File: config.mk
export PLATFORM = sky130hd
export DESIGN_NAME = paralelo_serial
export DESIGN_NICKNAME = d
export VERILOG_FILES = /design/src/rtl/paralelo_serial.sv
export SDC_FILE = /design/constraint.sdc
export NUM_CORES = 1
export LEC_CHECK = 0
export CORE_MARGIN = 4
export CORE_UTILIZATION = 47
export CTS_CLUSTER_SIZE = 14
export DETAILED_ROUTE_END_ITERATION = 6
export PLACE_DENSITY = 0.8
export SKIP_LAST_GASP = 1
export SLEW_MARGIN = 40
export SYNTH_ARGS = -nofsm -noshare
export SYNTH_HDL_FRONTEND = slang
export SYNTH_SLANG_ARGS = --single-unit
File: constraint.sdc
create_clock -name clk_8f -period 1.75 [get_ports clk_8f]
set_clock_uncertainty 0.2 [all_clocks]
set_input_delay 0.2625 -clock clk_8f [delete_from_list [all_inputs] [get_ports clk_8f]]
set_output_delay 0.2625 -clock clk_8f [all_outputs]
set_load 0.02 [all_outputs]
File: src/rtl/paralelo_serial.sv
// Byte-to-serial lane converter: sends SYNC_COUNT COM symbols after reset, then streams
// payload bytes MSB first, filling idle slots with COM. Optional load_ack port under PS_LOAD_ACK_EN.
module paralelo_serial #(
  parameter logic [7:0] COM        = 8'hBC,
  parameter int         SYNC_COUNT = 4
) (
  input  logic       clk_8f,
  input  logic       reset,
  input  logic [7:0] data_in,
  input  logic       valid_in,
  output logic       data_out,
  output logic       active
`ifdef PS_LOAD_ACK_EN
  ,
  output logic       load_ack
`endif
);

  typedef enum logic {SYNC = 1'b0, ACTIVE = 1'b1} state_t;

  localparam logic [2:0] LAST_COM = 3'(SYNC_COUNT - 1);

  state_t     state, state_nxt;
  logic [2:0] cnt;
  logic [2:0] com_cnt;
  logic [7:0] shreg;
  logic [7:0] symbol;
  logic       take;
  logic       sample;

  assign sample = (cnt == 3'd7);

  always_ff @(posedge clk_8f or negedge reset) begin
    if (!reset) state <= SYNC;
    else        state <= state_nxt;
  end

  // ACTIVE is absorbing; only reset brings the link back to SYNC
  always_comb begin
    state_nxt = state;
    if (state == SYNC && sample && com_cnt == LAST_COM) state_nxt = ACTIVE;
  end

  always_comb begin
    take   = (state == ACTIVE) && valid_in;
    symbol = take ? data_in : COM;
  end

  // Symbol MSB goes straight to data_out at the sampling edge so there is no gap
  // between consecutive symbols; the register supplies bits 6..0 afterwards.
  always_ff @(posedge clk_8f or negedge reset) begin
    if (!reset) begin
      cnt      <= 3'd0;
      com_cnt  <= 3'd0;
      shreg    <= 8'd0;
      data_out <= 1'b0;
      active   <= 1'b0;
    end else begin
      cnt    <= cnt + 3'd1;
      active <= (state_nxt == ACTIVE);
      if (sample) begin
        shreg    <= symbol;
        data_out <= symbol[7];
        if (state == SYNC) com_cnt <= com_cnt + 3'd1;
      end else begin
        shreg    <= {shreg[6:0], 1'b0};
        data_out <= shreg[6];
      end
    end
  end

`ifdef PS_LOAD_ACK_EN
  always_ff @(posedge clk_8f or negedge reset) begin
    if (!reset) load_ack <= 1'b0;
    else        load_ack <= sample && take;
  end
`endif

endmodule
=== After elaboration in Yosys (flattened, before gate mapping) ===
Cells that the tools add are included.

* Add/subtract/negate cells: 2
* Multipliers: 0
* Div/mod/pow operators: 0
* Order comparisons: 0
* Equal/unequal tests: 2
* Shifts and indexed selects: 0
* Mux-type cells: 3
* Bitwise gates (word level): 1
* Reduce and logical (&&, ||, !) cells: 4

{| class="wikitable"
|+ Operators by type and width
! operator !! number
|-
| 8-bit 2-to-1 mux || 1
|-
| 7-bit 2-to-1 mux || 1
|-
| 3-bit by 1-bit adder with 3-bit output (second input constant) || 2
|-
| 3-bit by 2-bit equality test with 1-bit output (second input constant) || 1
|-
| 3-bit equality test (second input constant) || 1
|-
| 1-bit logical AND || 3
|-
| 2-bit AND reduction || 1
|-
| 1-bit 2-to-1 mux || 1
|-
| 1-bit inverter || 1
|}

* Register bits: 15
* Bits in latches: 0
* Memory bits (writable): 0
* ROM bits: 0
* Input port bits: 11
* Output and inout port bits: 2
* Word-level logic and storage cells: 17
* Memories kept: 0

=== Logic depth before layout (Yosys ltp) ===
Gate-level depths: netlist of run 1.

* Depth in word-level cells: 3
* Mapped depth: 6
* Depth with buffers taken out: 4

=== Least setup slack after synthesis of run 1 ===
Ideal clock, no wire load.

* Kind: reg2reg
* Start point: register cnt[0]
* End point: register com_cnt[1]
* Setup time: 125 ps
* Arrival: 1222 ps
* Required time: 1425 ps
* Setup slack: 203 ps
* Cell stages (with the launch flop): 6
* Buffers on the path: 1
* Clock period less this slack: 1547 ps
* Cell sequence: dfrtp_1 -> ha_1 -> ha_1 -> buf_6 -> nand2b_4 -> mux2_4

* Cells in the longest elaborated chain, start to end: 2

{| class="wikitable"
|+ RTL lines
! element !! RTL line !! text
|-
| start: declaration || 24 || <nowiki>logic [2:0] cnt;</nowiki>
|-
| start signal: assignment || 59 || <nowiki>cnt <= cnt + 3'd1;</nowiki>
|-
| 3-bit equality test || 31 || <nowiki>assign sample = (cnt == 3'd7);</nowiki>
|-
| 2-bit AND reduction (no source line) || n/a ||
|-
| end signal: assignment || 64 || <nowiki>if (state == SYNC) com_cnt <= com_cnt + 3'd1;</nowiki>
|-
| end: declaration || 25 || <nowiki>logic [2:0] com_cnt;</nowiki>
|}

No other way between the ends.
A chain may end at the register's enable or synchronous reset.

=== Worst setup path after layout of run 1 ===
* Start point: register data_out
* End point: output data_out

{| class="wikitable"
|+ RTL lines
! element !! RTL line !! text
|-
| start: declaration || 11 || <nowiki>output logic data_out,</nowiki>
|-
| start signal: assignment || 63 || <nowiki>data_out <= symbol[7];</nowiki>
|-
| start signal: assignment || 67 || <nowiki>data_out <= shreg[6];</nowiki>
|}

No word-level cell between the ends.

==> impl_metrics.json, run 1 <==
{
  "status": "finished clean",
  "dr_total_vias": 389,
  "layout_worst_path_cycle_share_pct": 94.1,
  "timing_max_transition_violations_final": 0,
  "route.detailed.vias_per_inst": 4.74,
  "drt_drc_violations_left": 0,
  "syn-cell-area_um2": 624,
  "maxClockFrequency_mhz": 607,
  "r2r_setup_slack_ps": 240,
  "place.detailed.instances": 78,
  "totalWireLength_um": 991,
  "critical_path.max_stage_delay_ps": 590,
  "postCtsResizedCells": 0,
  "family_of_cells_with_the_greatest_summed_delay_on_the_critical_path": "buffers and inverters",
  "max-clock-path-buffers": 2,
  "grt_antenna_before_repair": 0,
  "synth_sequential_area_ratio_pct": 60.1,
  "instance_count_of_the_mapped_netlist": 51,
  "cp_data_required_time_ps": 1290,
  "post_synthesis_net_count": 66,
  "wire_per_inst_um": 12.1,
  "synth.avg_cell_area_um2": 12.2,
  "num-fill-cells": 95,
  "worst_skew_pair.late_latency_ps": 270,
  "unrepaired_setup_endpoints_after_global_routing": "no",
  "synth_compound_gate_area_share_pct": 7.82,
  "violation_count_after_the_first_detailed_routing_iteration": 3,
  "synth_cell_types": 16,
  "firstDrtPassIters": 4,
  "yosys.area_share.adder_pct": 8.02,
  "area_delta_synth_final_pct": 26.7,
  "final_cells": 82,
  "netlist.top_cell.by_area": "sky130_fd_sc_hd__dfrtp_1",
  "critPathSlowestCell": "sky130_fd_sc_hd__clkdlybuf4s50_1",
  "tritoncts": "done",
  "diodes": 0,
  "layout.cells.most_common": "sky130_fd_sc_hd__dfrtp_1",
  "globalRouteTotalUtil_pct": 12.0,
  "pin_count": 13,
  "vdd.ir_drop.worst_uv": 469,
  "die_span_in_x_um": 44.4,
  "start_kind": "flop",
  "power.density_cell_area_mw_per_mm2": 743,
  "cts.clk_slew.worst_paths_ps": 80,
  "final_total_power_mw": 0.588,
  "cts_inserted_buffers": 3,
  "grt_start_max_net_pins": 17,
  "cell_by_cell_listing_of_the_critical_path": "clkdlybuf4s50_1",
  "design.die.area_mm2": 0.00198,
  "worst_hold_path_type": "in2async",
  "ant_nets": 0,
  "clock_root_buffer": "sky130_fd_sc_hd__clkbuf_4",
  "crit_path_start": "data_out$_DFF_PN0_",
  "final.setup.worst_slack_ps": 104,
  "hold_violations": 0,
  "max_slew_margin_pct": 84.7,
  "combinational_family_with_the_most_area_after_synthesis": "simple AND/OR/NAND/NOR gates",
  "grt.overflow.total": 0,
  "detailedPlace.worstSlack_ps": 248,
  "timing.critical_path.arrival_ps": 1180,
  "most-common-layout-cells": "sky130_fd_sc_hd__dfrtp_1 (15), sky130_fd_sc_hd__clkdlybuf4s50_1 (11), sky130_fd_sc_hd__inv_1 (9)",
  "quantity_of_hold_fixing_buffers_added_after_cts": 0,
  "critical_path.endpoint_type": "output port",
  "design.core.area_mm2": 0.00117,
  "final_setup_tns_ps": 0,
  "dp_hpwl_um": 753,
  "fraction_of_synthesized_area_in_multiplexers_pct": 4.01,
  "worstSetupPathType": "reg2out",
  "biggest_area_contributors_in_the_synthesized_netlist": "sky130_fd_sc_hd__dfrtp_1 (60%), sky130_fd_sc_hd__ha_1 (8.0%), sky130_fd_sc_hd__inv_1 (5.4%), sky130_fd_sc_hd__a31oi_1 (5.0%), sky130_fd_sc_hd__buf_6 (3.6%)",
  "slew_worst_pin_ps": 229,
  "leakage_nw": 0.417,
  "period_needed_ps": 1650,
  "area_fraction_in_and_or_nand_and_nor_cells_after_synthesis_pct": 9.62,
  "nets": 84,
  "row_count": 12,
  "synth_top_area_share_pct": 60.1,
  "cap_viol_max_count": 0,
  "setup_viol": 0,
  "timing.critical_path.buf_inv": 1,
  "worst_r2r_path_depth": 4,
  "place.gp.congestion": 0.749,
  "synth.yosys.warnings": 0,
  "grt_first_pass_wirelength_um": 1650,
  "post_cts_buffers": 0,
  "placedInstanceArea_um2": 762,
  "synth_seq_cells": 15,
  "r2r-start": "cnt[0]$_DFF_PN0_",
  "synth-xor-area-share_pct": 1.40,
  "drive_above_1_share_pct": 14.7,
  "cts_max_level": 1,
  "final_design_area_no_fill_um2": 791,
  "first_global_vias": 413,
  "die_h_um": 44.4,
  "worst_r2r_endpoint": "com_cnt[1]$_DFFE_PN0P_",
  "numPortBuffers": 12,
  "initial_utilization_pct": 53.3,
  "worst-path-max-fanout": 1,
  "cts.sink_count": 15
}
[per-stage QoR]
step / hold WS, ps / utilization (%)
final: 96.5 / 67.5
after floorplan: -233 / -
after detailed placement: 220 / 65.1
after CTS: 95.7 / 67.3
after global placement: 212 / 65.1
after global routing: 96.7 / 67.5
[cell usage after synthesis (all sizes together)]
library cell	number
dfrtp	15
a21o	1
buf	2
ha	4
nand4	2
o21ai	2
mux2	1
nor2	5
mux2i	1
a31oi	5
inv	9
and2	1
nand2b	1
and3	1
xnor2	1
[layer usage]
metal	part of all wire, %	global-route usage [%]	wire length (um)
met5	0	0	0
met1	47	13.8	467
met2	43	18.9	425
met3	8.5	3.25	84
met4	1.4	9.04	14
[worst max path at each step]
stage | endpoint | slack, ps | cells after the start
after floorplan | com_cnt[1]$_DFFE_PN0P_ | 200 | 5
after global placement | com_cnt[1]$_DFFE_PN0P_ | 250 | 4
after detailed placement | com_cnt[1]$_DFFE_PN0P_ | 250 | 4
after CTS | active | 20 | 1
after global routing | data_out | 40 | 1
final | data_out | 100 | 1
[sequential cells by signal, summed over array words and instances, names as in the netlist]
register and flops:
shreg 7, cnt 3, com_cnt 3, active 1, data_out 1
[power by group]
group | total, mW | switching (mW) | internal [mW]
sequential | 0.356 | 0.00197 | 0.354
combinational | 0.0466 | 0.0188 | 0.0279
clock | 0.185 | 0.0969 | 0.0882
[cell type report]
type / count / area (um^2) / share of cell area (%)
Inverter: 9 / 33.8 / 4.27
Clock buffer: 4 / 26.3 / 3.32
Multi-Input combinational cell: 25 / 193 / 24.4
Timing Repair Buffer: 15 / 145 / 18.4
Tap cell: 14 / 17.5 / 2.22
Sequential cell: 15 / 375 / 47.5
[cell families after synthesis]
logic type / count (synthesis)
adders and majority gates: 4
xor gates and xnor gates: 1
AOI/OAI and AO/OA: 8
buffers and inverters: 11
DFF: 15
and+or+nand+nor: 10
muxes: 2
No activity file was read; power rests on OpenSTA's default activity.
==> run 2, diff against run 1 <==
--- a/config.mk
+++ b/config.mk
@@ -5,11 +5,12 @@
 export SDC_FILE = /design/constraint.sdc
 export NUM_CORES = 1
 export LEC_CHECK = 0
-export CORE_MARGIN = 4
-export CORE_UTILIZATION = 47
+export CORE_AREA = 4 4 41 43
 export CTS_CLUSTER_SIZE = 14
 export DETAILED_ROUTE_END_ITERATION = 6
+export DIE_AREA = 0 0 45 47
 export PLACE_DENSITY = 0.8
+export RECOVER_POWER = 50
 export SKIP_LAST_GASP = 1
 export SLEW_MARGIN = 40
 export SYNTH_ARGS = -nofsm -noshare
==> constraint.sdc (replaced) <==
create_clock -name clk_8f -period 2 [get_ports clk_8f]
set_clock_uncertainty 0.2 [all_clocks]
set_input_delay 0.3 -clock clk_8f [delete_from_list [all_inputs] [get_ports clk_8f]]
set_output_delay 0.3 -clock clk_8f [all_outputs]
set_load 0.02 [all_outputs]
==> run 2 against run 1 <==
Combinational power fell by 16%. Final area down 1.6%. First-iteration DRC count unchanged. Core utilization shrank 7.7 points. Global-route usage up 0.74 points. Register-to-register slack better by 240 ps. Clock-buffer cell count unchanged. Sequential cell count is the same. Sequential share of layout area grew 0.76 points. Via count is 1.0% higher.
==> impl_metrics.json, run 2 (synthesized netlist as in run 1, its figures left out) <==
{
  "status": "finished clean",
  "finish.utilization_pct": 59.8,
  "setup_viol": 0,
  "design.core.area_mm2": 0.00130,
  "totalWireLength_um": 1070,
  "numPortBuffers": 12,
  "diodes": 0,
  "worst-path-max-fanout": 6,
  "grt_first_pass_wirelength_um": 1820,
  "clock_root_buffer": "sky130_fd_sc_hd__clkbuf_4",
  "use_met3_pct": 2.30,
  "postCtsResizedCells": 0,
  "maxClockFrequency_mhz": 544,
  "timing.critical_path.buf_inv": 1,
  "globalRouteTotalUtil_pct": 12.8,
  "timing.hold.worst_path_depth": 1,
  "netSwitchingFraction_pct": 21.3,
  "route.detailed.vias_per_inst": 4.79,
  "design.die.area_mm2": 0.00212,
  "cts.sink_count": 15,
  "grt-busiest-layer": "met2",
  "most-common-layout-cells": "sky130_fd_sc_hd__dfrtp_1 (15), sky130_fd_sc_hd__clkdlybuf4s50_1 (11), sky130_fd_sc_hd__inv_1 (9)",
  "cell_by_cell_listing_of_the_critical_path": "clkdlybuf4s50_1",
  "vdd.ir_drop.worst_uv": 414,
  "firstDrtPassIters": 3,
  "cts_inserted_buffers": 3,
  "ant_nets": 0,
  "quantity_of_hold_fixing_buffers_added_after_cts": 0,
  "max-clock-path-buffers": 2,
  "largest_register_ffs": 7,
  "area_delta_synth_final_pct": 24.6,
  "unrepaired_setup_endpoints_after_global_routing": "no",
  "grt.overflow.total": 0,
  "worst_hold_path_type": "reg2reg",
  "family_of_cells_with_the_greatest_summed_delay_on_the_critical_path": "buffers and inverters",
  "worst_r2r_endpoint": "com_cnt[1]$_DFFE_PN0P_",
  "first_global_vias": 402,
  "grt_start_max_net_pins": 17,
  "seqPwrFrac_pct": 59.9,
  "r2r-start": "cnt[0]$_DFF_PN0_",
  "crit_path_start": "active$_DFFE_PN0P_",
  "tritoncts": "done",
  "cts.clk_slew.worst_paths_ps": 90,
  "dr_total_vias": 393,
  "comb_power_share_pct": 7.5,
  "die_span_in_x_um": 45,
  "globalRouteMet1Util_pct": 15.0,
  "grt_antenna_before_repair": 0,
  "critical_path.max_stage_delay_ps": 630,
  "slew_worst_pin_ps": 781,
  "dp_hpwl_um": 806,
  "post_cts_buffers": 0,
  "hold_violations": 0,
  "cap_viol_max_count": 0,
  "largest-register": "shreg",
  "layout.cells.most_common": "sky130_fd_sc_hd__dfrtp_1",
  "final_setup_tns_ps": 0,
  "period_needed_ps": 1840,
  "wire_per_inst_um": 13.1,
  "critPathSlowestCell": "sky130_fd_sc_hd__clkdlybuf4s50_1",
  "groute.layer.met2.usage_pct": 21.2,
  "worst_hold_slack_ps": 229,
  "clockPowerShare_pct": 32.6,
  "net-switching-power_mw": 0.111,
  "worst_r2r_path_depth": 4,
  "holdPathEnd": "cnt[0]$_DFF_PN0_",
  "drive_above_1_share_pct": 11.9,
  "die_h_um": 47,
  "critical_path.endpoint_type": "output port",
  "cts_max_level": 1,
  "drt_drc_violations_left": 0,
  "cp_data_required_time_ps": 1500,
  "start_kind": "flop",
  "worst_skew_pair.late_latency_ps": 280,
  "leakage_nw": 0.410,
  "worstSetupPathType": "reg2out",
  "top_regs": "shreg x7, cnt x3, com_cnt x3",
  "p_int_mw": 0.410,
  "violation_count_after_the_first_detailed_routing_iteration": 3,
  "place.gp.congestion": 0.652,
  "row_count": 13,
  "r2r_setup_slack_ps": 480,
  "layout_worst_path_cycle_share_pct": 92.0,
  "max_slew_margin_pct": 48.0,
  "timing_max_transition_violations_final": 0,
  "nets": 83,
  "pin_count": 13,
  "power.density_cell_area_mw_per_mm2": 670,
  "startpoint_of_the_lowest_slack_hold_path": "cnt[0]$_DFF_PN0_",
  "timing.critical_path.arrival_ps": 1340,
  "initial_utilization_pct": 48.0
}
==> run 2: cell types whose count changed in the layout (fill, tap and decap cells not counted), sizes merged <==
cell          change
buf               -2
clkbuf            +1
dlygate4sd3       +1
dlymetal6s2s      -1
==> run 2: worst max path at each step <==
stage,endpoint,slack [ps],cells past startpoint
4_1_cts,active,150,1
3_5_place_dp,shreg[0]$_DFF_PN0_,460,3
3_3_place_gp,active,480,1
6_report,active,160,1
2_1_floorplan,com_cnt[1]$_DFFE_PN0P_,450,5
5_1_grt,active,90,1
==> run 2: layout make-up <==
class                   instances  area (um^2)
flip-flops and latches         15          375
multi-input cells              25          193
repair buffers                 14          131
fillers                       114          523
well taps                      15         18.8
clock buffers                   4         26.3
inverters                       9         33.8
==> run 2: power groups by stage <==
stage	clock (mW)	sequential, mW	combinational [mW]
floorplan	0	0.319	0.00882
global placement	0	0.318	0.0404
detailed placement	0	0.318	0.0416
CTS	0.173	0.312	0.0418
global route	0.184	0.313	0.0440
finish	0.170	0.312	0.0392
==> run 2: through the flow <==
step,instances,cell area (um^2),setup WS (ps),power (mW)
4_1_cts,82,782,150,0.527
2_1_floorplan,51,624,453,0.328
5_1_grt,82,778,87.2,0.541
3_3_place_gp,78,756,483,0.358
6_report,82,778,161,0.521
3_5_place_dp,78,756,459,0.360
==> run 2: per-layer routing <==
metal / part of all wire (%) / vias up
met4: 3.5 / 0
met1: 44 / 180
met3: 3.5 / 4
li1: - / 199
met2: 49 / 10
met5: 0 / -
==> run 3, diff against run 2 <==
--- a/config.mk
+++ b/config.mk
@@ -5,10 +5,10 @@
 export SDC_FILE = /design/constraint.sdc
 export NUM_CORES = 1
 export LEC_CHECK = 0
-export CORE_AREA = 4 4 41 43
+export CORE_AREA = 2 2 39 41
 export CTS_CLUSTER_SIZE = 14
 export DETAILED_ROUTE_END_ITERATION = 6
-export DIE_AREA = 0 0 45 47
+export DIE_AREA = 0 0 41 43
 export PLACE_DENSITY = 0.8
 export RECOVER_POWER = 50
 export SKIP_LAST_GASP = 1
==> run 3 against run 2 <==
Hold slack improved by 5.0 ps. Final area rose by 0.32%. Critical path depth did not move. Fmax fell by 0.18%. Global-route usage rose by 2.6 points. Clock-buffer cell count fell by 1. Core utilization fell by 3.4 points. Power fell by 0.27%. Critical endpoint unchanged. Largest cell class unchanged. Largest power group unchanged.
==> impl_metrics.json, run 3 (synthesized netlist as in run 1, its figures left out) <==
{
  "place.detailed.instances": 79,
  "layout_worst_path_cycle_share_pct": 92.1,
  "setup_viol": 0,
  "firstDrtPassIters": 2,
  "family_of_cells_with_the_greatest_summed_delay_on_the_critical_path": "buffers and inverters",
  "largest_register_ffs": 7,
  "drt_drc_violations_left": 0,
  "die_h_um": 43,
  "wire_per_inst_um": 12.2,
  "design.die.area_mm2": 0.00176,
  "tritoncts": "done",
  "vdd.ir_drop.worst_uv": 287,
  "use_met3_pct": 3.14,
  "globalRouteMet1Util_pct": 19.4,
  "grt_first_pass_wirelength_um": 1790,
  "final_setup_tns_ps": 0,
  "multiInputGateArea_um2": 193,
  "layout.cells.most_common": "sky130_fd_sc_hd__dfrtp_1",
  "cp_data_required_time_ps": 1500,
  "postCtsResizedCells": 0,
  "cts_inserted_buffers": 3,
  "finish.utilization_pct": 56.4,
  "top_regs": "shreg x7, cnt x3, com_cnt x3",
  "seqCellArea_um2": 375,
  "power.density_cell_area_mw_per_mm2": 666,
  "pin_count": 13,
  "worst-path-max-fanout": 6,
  "slew_worst_pin_ps": 783,
  "cts.sink_count": 15,
  "worst_r2r_endpoint": "com_cnt[1]$_DFFE_PN0P_",
  "ant_nets": 0,
  "max-clock-path-buffers": 2,
  "grt_antenna_before_repair": 0,
  "area_delta_synth_final_pct": 25.1,
  "initial_utilization_pct": 45.1,
  "nets": 83,
  "startpoint_of_the_lowest_slack_hold_path": "cnt[0]$_DFF_PN0_",
  "route.detailed.vias_per_inst": 4.86,
  "clockPowerShare_pct": 32.4,
  "design.core.area_mm2": 0.00138,
  "r2r_setup_slack_ps": 480,
  "timing_max_transition_violations_final": 0,
  "timing.critical_path.to": "active",
  "clock_root_buffer": "sky130_fd_sc_hd__clkbuf_4",
  "groute.layer.met2.usage_pct": 23.4,
  "leakage_nw": 0.412,
  "period_needed_ps": 1840,
  "grt_start_max_net_pins": 17,
  "comb_power_share_pct": 7.6,
  "row_count": 14,
  "cell_by_cell_listing_of_the_critical_path": "clkdlybuf4s50_1",
  "worst_skew_pair.late_latency_ps": 280,
  "hold_violations": 0,
  "worstSetupPathDepth": 1,
  "worst_hold_path_type": "reg2reg",
  "first_global_vias": 403,
  "numPortBuffers": 12,
  "unrepaired_setup_endpoints_after_global_routing": "no",
  "max_slew_margin_pct": 47.8,
  "largest-register": "shreg",
  "grt.overflow.total": 0,
  "grt-busiest-layer": "met2",
  "cts.clk_slew.worst_paths_ps": 90,
  "net-switching-power_mw": 0.113,
  "seqPwrFrac_pct": 60.0,
  "place.gp.congestion": 0.640,
  "maxClockFrequency_mhz": 543,
  "critical_path.max_stage_delay_ps": 630,
  "p_int_mw": 0.407,
  "num-fill-cells": 135,
  "post_cts_buffers": 0,
  "status": "finished clean",
  "totalWireLength_um": 1020,
  "r2r-start": "cnt[0]$_DFF_PN0_",
  "final_cells": 83,
  "dp_hpwl_um": 765,
  "globalRouteTotalUtil_pct": 15.3,
  "cts_max_level": 1,
  "cap_viol_max_count": 0,
  "die_span_in_x_um": 41,
  "timing.critical_path.buf_inv": 1,
  "most-common-layout-cells": "sky130_fd_sc_hd__dfrtp_1 (15), sky130_fd_sc_hd__clkdlybuf4s50_1 (11), sky130_fd_sc_hd__inv_1 (9)",
  "critPathSlowestCell": "sky130_fd_sc_hd__clkdlybuf4s50_1",
  "start_kind": "flop",
  "violation_count_after_the_first_detailed_routing_iteration": 4,
  "diodes": 0,
  "timing.critical_path.arrival_ps": 1340,
  "worstSetupPathType": "reg2out",
  "worst_r2r_path_depth": 4,
  "netSwitchingFraction_pct": 21.7,
  "critical_path.endpoint_type": "output port",
  "crit_path_start": "active$_DFFE_PN0P_",
  "quantity_of_hold_fixing_buffers_added_after_cts": 0,
  "dr_total_vias": 403,
  "drive_above_1_share_pct": 13.4
}
-- run 3: cell count changes in the layout (fill, tap and decap cells not counted), sizes merged --
cell | before | now
clkinv | 0 | 1
clkbuf | 5 | 4
-- run 3: how the worst min path moves through the flow --
stage | to | slack (ps) | depth (start not counted)
2_1_floorplan | active$_DFFE_PN0P_ | -200 | 0
3_3_place_gp | cnt[0]$_DFF_PN0_ | 210 | 1
3_5_place_dp | cnt[0]$_DFF_PN0_ | 230 | 1
4_1_cts | com_cnt[0]$_DFFE_PN0P_ | 140 | 2
6_report | cnt[0]$_DFF_PN0_ | 230 | 1
5_1_grt | cnt[0]$_DFF_PN0_ | 250 | 1
-- run 3: final cells by class --
type / count / area share [%]
flip-flops and latches: 15 / 48.1
multi-input cells: 25 / 24.7
repair buffers: 14 / 16.8
inverters: 9 / 4.33
clock buffers: 3 / 2.88
well taps: 16 / 2.56
clock inverters: 1 / 0.641
-- run 3: power groups by stage --
| stage | Sequential [mW] | Clock, mW | Combinational, mW |
|---|---|---|---|
| 2_1_floorplan | 0.319 | 0 | 0.00882 |
| 3_3_place_gp | 0.318 | 0 | 0.0402 |
| 3_5_place_dp | 0.318 | 0 | 0.0418 |
| 4_1_cts | 0.312 | 0.174 | 0.0422 |
| 5_1_grt | 0.313 | 0.190 | 0.0449 |
| 6_report | 0.312 | 0.168 | 0.0397 |
-- run 3: routing by layer --
layer  part of all wire, %  vias to the layer above
met5                     0                        -
met4                   2.6                        0
met3                   3.7                        4
met2                    49                        9
met1                    44                      192
li1                      -                      198
-- run 3: metrics by stage --
stage | setup WS [ps] | power, mW | instance area, um^2 | hold slack, ps
6_report | 157 | 0.520 | 781 | 234
5_1_grt | 77.6 | 0.548 | 781 | 254
4_1_cts | 135 | 0.529 | 785 | 136
3_5_place_dp | 451 | 0.360 | 757 | 225
3_3_place_gp | 489 | 0.358 | 757 | 210
2_1_floorplan | 453 | 0.328 | 624 | -196
